## config.mk

```make
export PLATFORM = sky130hd
export DESIGN_NAME = reg_file_8x8
export DESIGN_NICKNAME = d
export VERILOG_FILES = /design/src/rtl/reg_file_8x8_pkg.sv /design/src/rtl/reg_scoreboard.sv /design/src/rtl/reg_file_8x8.sv
export SDC_FILE = /design/constraint.sdc
export NUM_CORES = 1
export LEC_CHECK = 0
export BUFFER_PORTS_ARGS = -buffer_cell sky130_fd_sc_hd__buf_2
export CAP_MARGIN = 25
export CORE_MARGIN = 1.5
export CORE_UTILIZATION = 55
export CTS_CLUSTER_SIZE = 28
export DETAILED_ROUTE_END_ITERATION = 8
export PLACE_DENSITY_LB_ADDON = 0.08
export RECOVER_POWER = 25
export SYNTH_ARGS = -nofsm -noshare
export SYNTH_HDL_FRONTEND = slang
export SYNTH_SLANG_ARGS = --single-unit
```

## constraint.sdc

```tcl
create_clock -name CLK -period 2.1 [get_ports CLK]
set_input_delay 0.105 -clock CLK [delete_from_list [all_inputs] [get_ports CLK]]
set_output_delay 0.105 -clock CLK [all_outputs]
set_load 0.01 [all_outputs]
```

## src/rtl/reg_file_8x8_pkg.sv

```systemverilog
// Shared CPU definitions: register file geometry and architectural register indices,
// common to the register file, ALU and control unit.
package reg_file_8x8_pkg;

  localparam int unsigned CPU_WIDTH  = 8;
  localparam int unsigned CPU_DEPTH  = 8;
  localparam int unsigned CPU_AW     = 3;
  localparam int unsigned CPU_BYPASS = 1;

  typedef logic [CPU_AW-1:0] reg_idx_t;

  localparam reg_idx_t R0 = 3'd0;
  localparam reg_idx_t R1 = 3'd1;
  localparam reg_idx_t R2 = 3'd2;
  localparam reg_idx_t R3 = 3'd3;
  localparam reg_idx_t R4 = 3'd4;
  localparam reg_idx_t R5 = 3'd5;
  localparam reg_idx_t R6 = 3'd6;
  localparam reg_idx_t R7 = 3'd7;

endpackage

```

## src/rtl/reg_scoreboard.sv

```systemverilog
// Per-register pending (busy) bits for multi-cycle ops and the operand STALL flag.
// A mark issued in the same cycle as a write-back to that register wins.
module reg_scoreboard
  import reg_file_8x8_pkg::*;
#(
  parameter  int unsigned DEPTH = CPU_DEPTH,
  localparam int unsigned AW    = $clog2(DEPTH)
) (
  input  logic          clk,
  input  logic          reset_n,
  input  logic          set_en,
  input  logic [AW-1:0] set_addr,
  input  logic          clr_en,
  input  logic [AW-1:0] clr_addr,
  input  logic          fwd_en,
  input  logic [AW-1:0] rd1_addr,
  input  logic [AW-1:0] rd2_addr,
  output logic          stall
);

  logic [DEPTH-1:0] busy;
  logic [DEPTH-1:0] busy_nxt;
  logic             hit1;
  logic             hit2;

  always_comb begin
    busy_nxt = busy;
    if (clr_en) busy_nxt[clr_addr] = 1'b0;
    if (set_en) busy_nxt[set_addr] = 1'b1;
  end

  always_ff @(posedge clk) begin
    if (!reset_n) busy <= '0;
    else          busy <= busy_nxt;
  end

  // A forwarded write-back resolves the pending operand in the same cycle.
  always_comb begin
    hit1  = fwd_en && (clr_addr == rd1_addr);
    hit2  = fwd_en && (clr_addr == rd2_addr);
    stall = 1'b0;
    if (reset_n) begin
      stall = (busy[rd1_addr] && !hit1) || (busy[rd2_addr] && !hit2);
    end
  end

endmodule

```

## src/rtl/reg_file_8x8.sv

```systemverilog
// Two-read, one-write register file with optional write-to-read forwarding
// and a busy scoreboard that stalls issue on pending operands.
module reg_file_8x8
  import reg_file_8x8_pkg::*;
#(
  parameter  int unsigned WIDTH  = CPU_WIDTH,
  parameter  int unsigned DEPTH  = CPU_DEPTH,
  parameter  int unsigned BYPASS = CPU_BYPASS,
  localparam int unsigned AW     = $clog2(DEPTH)
) (
  input  logic             CLK,
  input  logic             RESET_N,
  input  logic [WIDTH-1:0] IN,
  input  logic [AW-1:0]    INADDRESS,
  input  logic             WRITE,
  input  logic [AW-1:0]    OUT1ADDRESS,
  input  logic [AW-1:0]    OUT2ADDRESS,
  output logic [WIDTH-1:0] OUT1,
  output logic [WIDTH-1:0] OUT2,
  input  logic             BUSY_SET,
  input  logic [AW-1:0]    BUSY_ADDR,
  output logic             STALL
);

  localparam bit BYP = (BYPASS != 0);

  logic [WIDTH-1:0] regs [DEPTH];
  logic             wr_fire;
  logic             fwd_en;

  assign wr_fire = WRITE && RESET_N;
  assign fwd_en  = BYP && wr_fire;

  always_ff @(posedge CLK) begin
    if (!RESET_N)   regs <= '{default: '0};
    else if (WRITE) regs[INADDRESS] <= IN;
  end

  // Outputs are forced to zero while reset is held, so a pending write cannot leak out.
  always_comb begin
    OUT1 = '0;
    OUT2 = '0;
    if (RESET_N) begin
      OUT1 = (fwd_en && (INADDRESS == OUT1ADDRESS)) ? IN : regs[OUT1ADDRESS];
      OUT2 = (fwd_en && (INADDRESS == OUT2ADDRESS)) ? IN : regs[OUT2ADDRESS];
    end
  end

  reg_scoreboard #(
    .DEPTH (DEPTH)
  ) u_scoreboard (
    .clk      (CLK),
    .reset_n  (RESET_N),
    .set_en   (BUSY_SET),
    .set_addr (BUSY_ADDR),
    .clr_en   (WRITE),
    .clr_addr (INADDRESS),
    .fwd_en   (fwd_en),
    .rd1_addr (OUT1ADDRESS),
    .rd2_addr (OUT2ADDRESS),
    .stall    (STALL)
  );

endmodule

```

==> results.json <==
{
  "netlist_instances": 451,
  "rsz0062_at_grt": "no",
  "syn_nets": 475,
  "clk_pin_slew_ns": 0.09,
  "drc": 0,
  "finalCritPeriodShare_pct": 90.9,
  "ys_types": 32,
  "io_buffers": 40,
  "htreeDepth": 3,
  "p_total_w": 0.00308,
  "synth-async-reset-ratio_pct": 0,
  "synth_edf_count": 0,
  "clkLatencyLatePin_ns": 0.33,
  "critical_path.max_stage_delay_ns": 0.81,
  "fin_worst_skew_ns": 0,
  "cts_hold_buf": 0,
  "rr_endpoint": "regs[26]",
  "cp.buffers_inverters": 2,
  "min_path_cells": 3,
  "hpwl_um": 7700,
  "overflow": 0,
  "cpMostUsedCell": "buf_2",
  "clockBufferDepth": 2,
  "io_pins": 41,
  "grt_pass1_vias": 3306,
  "grt_pass1_wl_um": 17600,
  "cp-end-kind": "primary output",
  "die-area_mm2": 0.00803,
  "worstHoldStart": "IN[0]",
  "numCtsBuffers": 9,
  "tightest_slew_ns": 0.788,
  "yosysWarnings": 0,
  "cts_tree": "yes",
  "drt_iter0_drc": 341,
  "synth-seq-cells": 72,
  "cts_resized": 0,
  "grt_max_degree": 91,
  "yosysSeqAreaShare_pct": 34.9,
  "start_kind": "input port",
  "start_util_pct": 56.9,
  "rows": 31,
  "crit_slowest_cell": "or4_1",
  "vias": 3522,
  "p_leak_nw": 1.66,
  "hp-class": "in2reg",
  "cts.sinks": 72,
  "setup_viol": 0,
  "nFillCells": 627,
  "p_comb_share_pct": 12.5,
  "final-hold-violation-count": 0,
  "wl_um": 11600,
  "drv_slew": 0,
  "power_per_cell_area_mw_per_mm2": 663,
  "post-cts-setup-buffers": 0,
  "r2r_start": "regs[26]",
  "criticalPathCategory": "in2out",
  "track_usage_pct": 30.3,
  "finalSetupTns_ns": 0,
  "path_max_fanout": 17,
  "syn-cell-area_mm2": 0.00413,
  "core_area_mm2": 0.00725,
  "run_status": "complete, no violations",
  "wire_per_inst_um": 19.8,
  "slew_headroom_pct": 47.4,
  "root_buffer": "clkbuf_8",
  "path_delay_family": "simple AND/OR/NAND/NOR gates",
  "p_int_w": 0.00230,
  "final_nets": 507,
  "gp_congestion": 0.902,
  "area_growth_pct": 12.7,
  "hold_end": "regs[56]",
  "max_freq_mhz": 524,
  "routed_via_density": 6.00,
  "syn_avg_cell_area_um2": 9.15,
  "first_pass_iters": 5,
  "switching_share_pct": 25.5,
  "antenna_found_initial": 0,
  "synth_flop_cell": "dfxtp_1",
  "rrSetupSlack_ns": 1.39,
  "final_layout_size_suffix_gt1_share_pct": 23.2,
  "arrival_ns": 1.80,
  "detail-route-antenna-nets": 0,
  "required_ns": 2.00,
  "antennaDiodeCount": 0,
  "dieWidth_um": 89.6,
  "reg2reg_depth": 2,
  "crit_chain": "buf_2 > xor2_1 > or4_1 > o21ai_0 > a21oi_1 > buf_2",
  "die_h_um": 89.6,
  "maxCapViolations": 0,
  "layout_min_cycle_time_ns": 1.91,
  "power_frac_seq_pct": 46.0,
  "clkPwrFrac_pct": 41.5,
  "p_sw_w": 0.000786,
  "peakVddDrop_uv": 313
}
## cell type report
cell class	count	area, um2	area share, %
clock inverters	4	76.3	1.64
well taps	99	124	2.66
repair buffers	58	360	7.75
multi-input cells	341	2490	53.5
flip-flops and latches	72	1440	31.0
clock buffers	12	155	3.34
inverters	1	3.75	0.0807
## worst max path at each step
| stage | startpoint | endpoint | slack, ns | cells past startpoint |
|---|---|---|---|---|
| floorplan | OUT2ADDRESS[0] | OUT2[0] | 0.64 | 6 |
| global placement | INADDRESS[2] | OUT2[4] | 0.31 | 6 |
| detailed placement | INADDRESS[2] | OUT2[3] | 0.21 | 6 |
| CTS | INADDRESS[2] | OUT2[3] | 0.20 | 6 |
| global route | INADDRESS[2] | OUT2[3] | 0.11 | 6 |
| finish | INADDRESS[2] | OUT2[3] | 0.19 | 6 |
## stage by stage
step           setup WS (ns)  utilization (%)  area, um2  cells  hold slack [ns]
3_3_place_gp           0.306             60.9       4420    571            0.443
4_1_cts                0.203             64.1       4650    587           0.0887
3_5_place_dp           0.207             60.9       4420    571            0.445
2_1_floorplan          0.636                -       4130    451            0.263
5_1_grt                0.111             64.1       4650    587            0.102
6_report               0.190             64.1       4650    587           0.0965
## worst reg2reg max path, stage by stage, from the launching register on
cell,delay (ns)
dfxtp_1,0.36
nand2_1,0.06
a21boi_0,0.21
## synthesized netlist by cell type, types with 4 or more instances
cell type  number  share of area [%]
a21boi_0       63                 11
a21oi_1        16                1.9
a32oi_1         4               0.85
buf_2          11                1.3
buf_6           4                1.1
clkbuf_1       19                1.7
dfxtp_1        72                 35
mux2i_1        19                4.6
mux4_2         34                 19
nand2_1       135                 12
nand3_1         6               0.73
nor2_1          8               0.73
nor2b_1        14                2.1
o21ai_0        12                1.5
xor2_1          6                1.3
## routing by layer
| metal | part of all wire (%) | wire, um | track usage (%) |
|---|---|---|---|
| met3 | 7.2 | 839 | 4.39 |
| met5 | 0 | 0 | 0 |
| met1 | 44 | 5110 | 43.2 |
| met2 | 46 | 5340 | 46.7 |
| met4 | 2.8 | 324 | 12.2 |
## placed cells by master (no fill, tap or decap), types with 2 or more instances in the layout
cell type  Yosys  routed
nand2b_1       3       3
o21ai_0       12      12
bufinv_16      0       2
nor2b_1       14      14
a21oi_2        2       2
buf_2         11      40
a21oi_1       16      16
a21boi_0      63      63
a21boi_1       2       2
o21ai_1        2       2
a32oi_1        4       4
nand2_1      135     135
buf_12         0       2
xor2_1         6       6
nor2_1         8       8
nand4_1        2       2
or4_1          2       2
clkbuf_8       0      11
mux4_2        34      34
nand3_1        6       6
dfxtp_1       72      72
a22oi_1        3       3
o21ai_2        2       2
buf_4          2      16
mux2i_1       19      19
## state kept, by name, indices dropped and copies added, names as in the netlist
name	cells
u_scoreboard.busy	8
regs	64
## cells by family (layout without fill, tap and decap cells)
family / after synthesis / count (layout) / share of synthesized area (%)
and+or+nand+nor: 172 / 172 / 17.3
DFF: 72 / 72 / 34.9
muxes: 54 / 54 / 23.4
xor gates and xnor gates: 6 / 6 / 1.27
buffers and inverters: 38 / 75 / 4.73
AOI/OAI and AO/OA: 109 / 109 / 18.3
## power groups by stage
stage	logic, W	clock network (W)	registers, W
floorplan	0.000265	0	0.00144
global placement	0.000377	0	0.00145
detailed placement	0.000382	0	0.00145
CTS	0.000384	0.00128	0.00142
global route	0.000414	0.00135	0.00142
finish	0.000385	0.00128	0.00142
(Power assumes the default switching activity.)
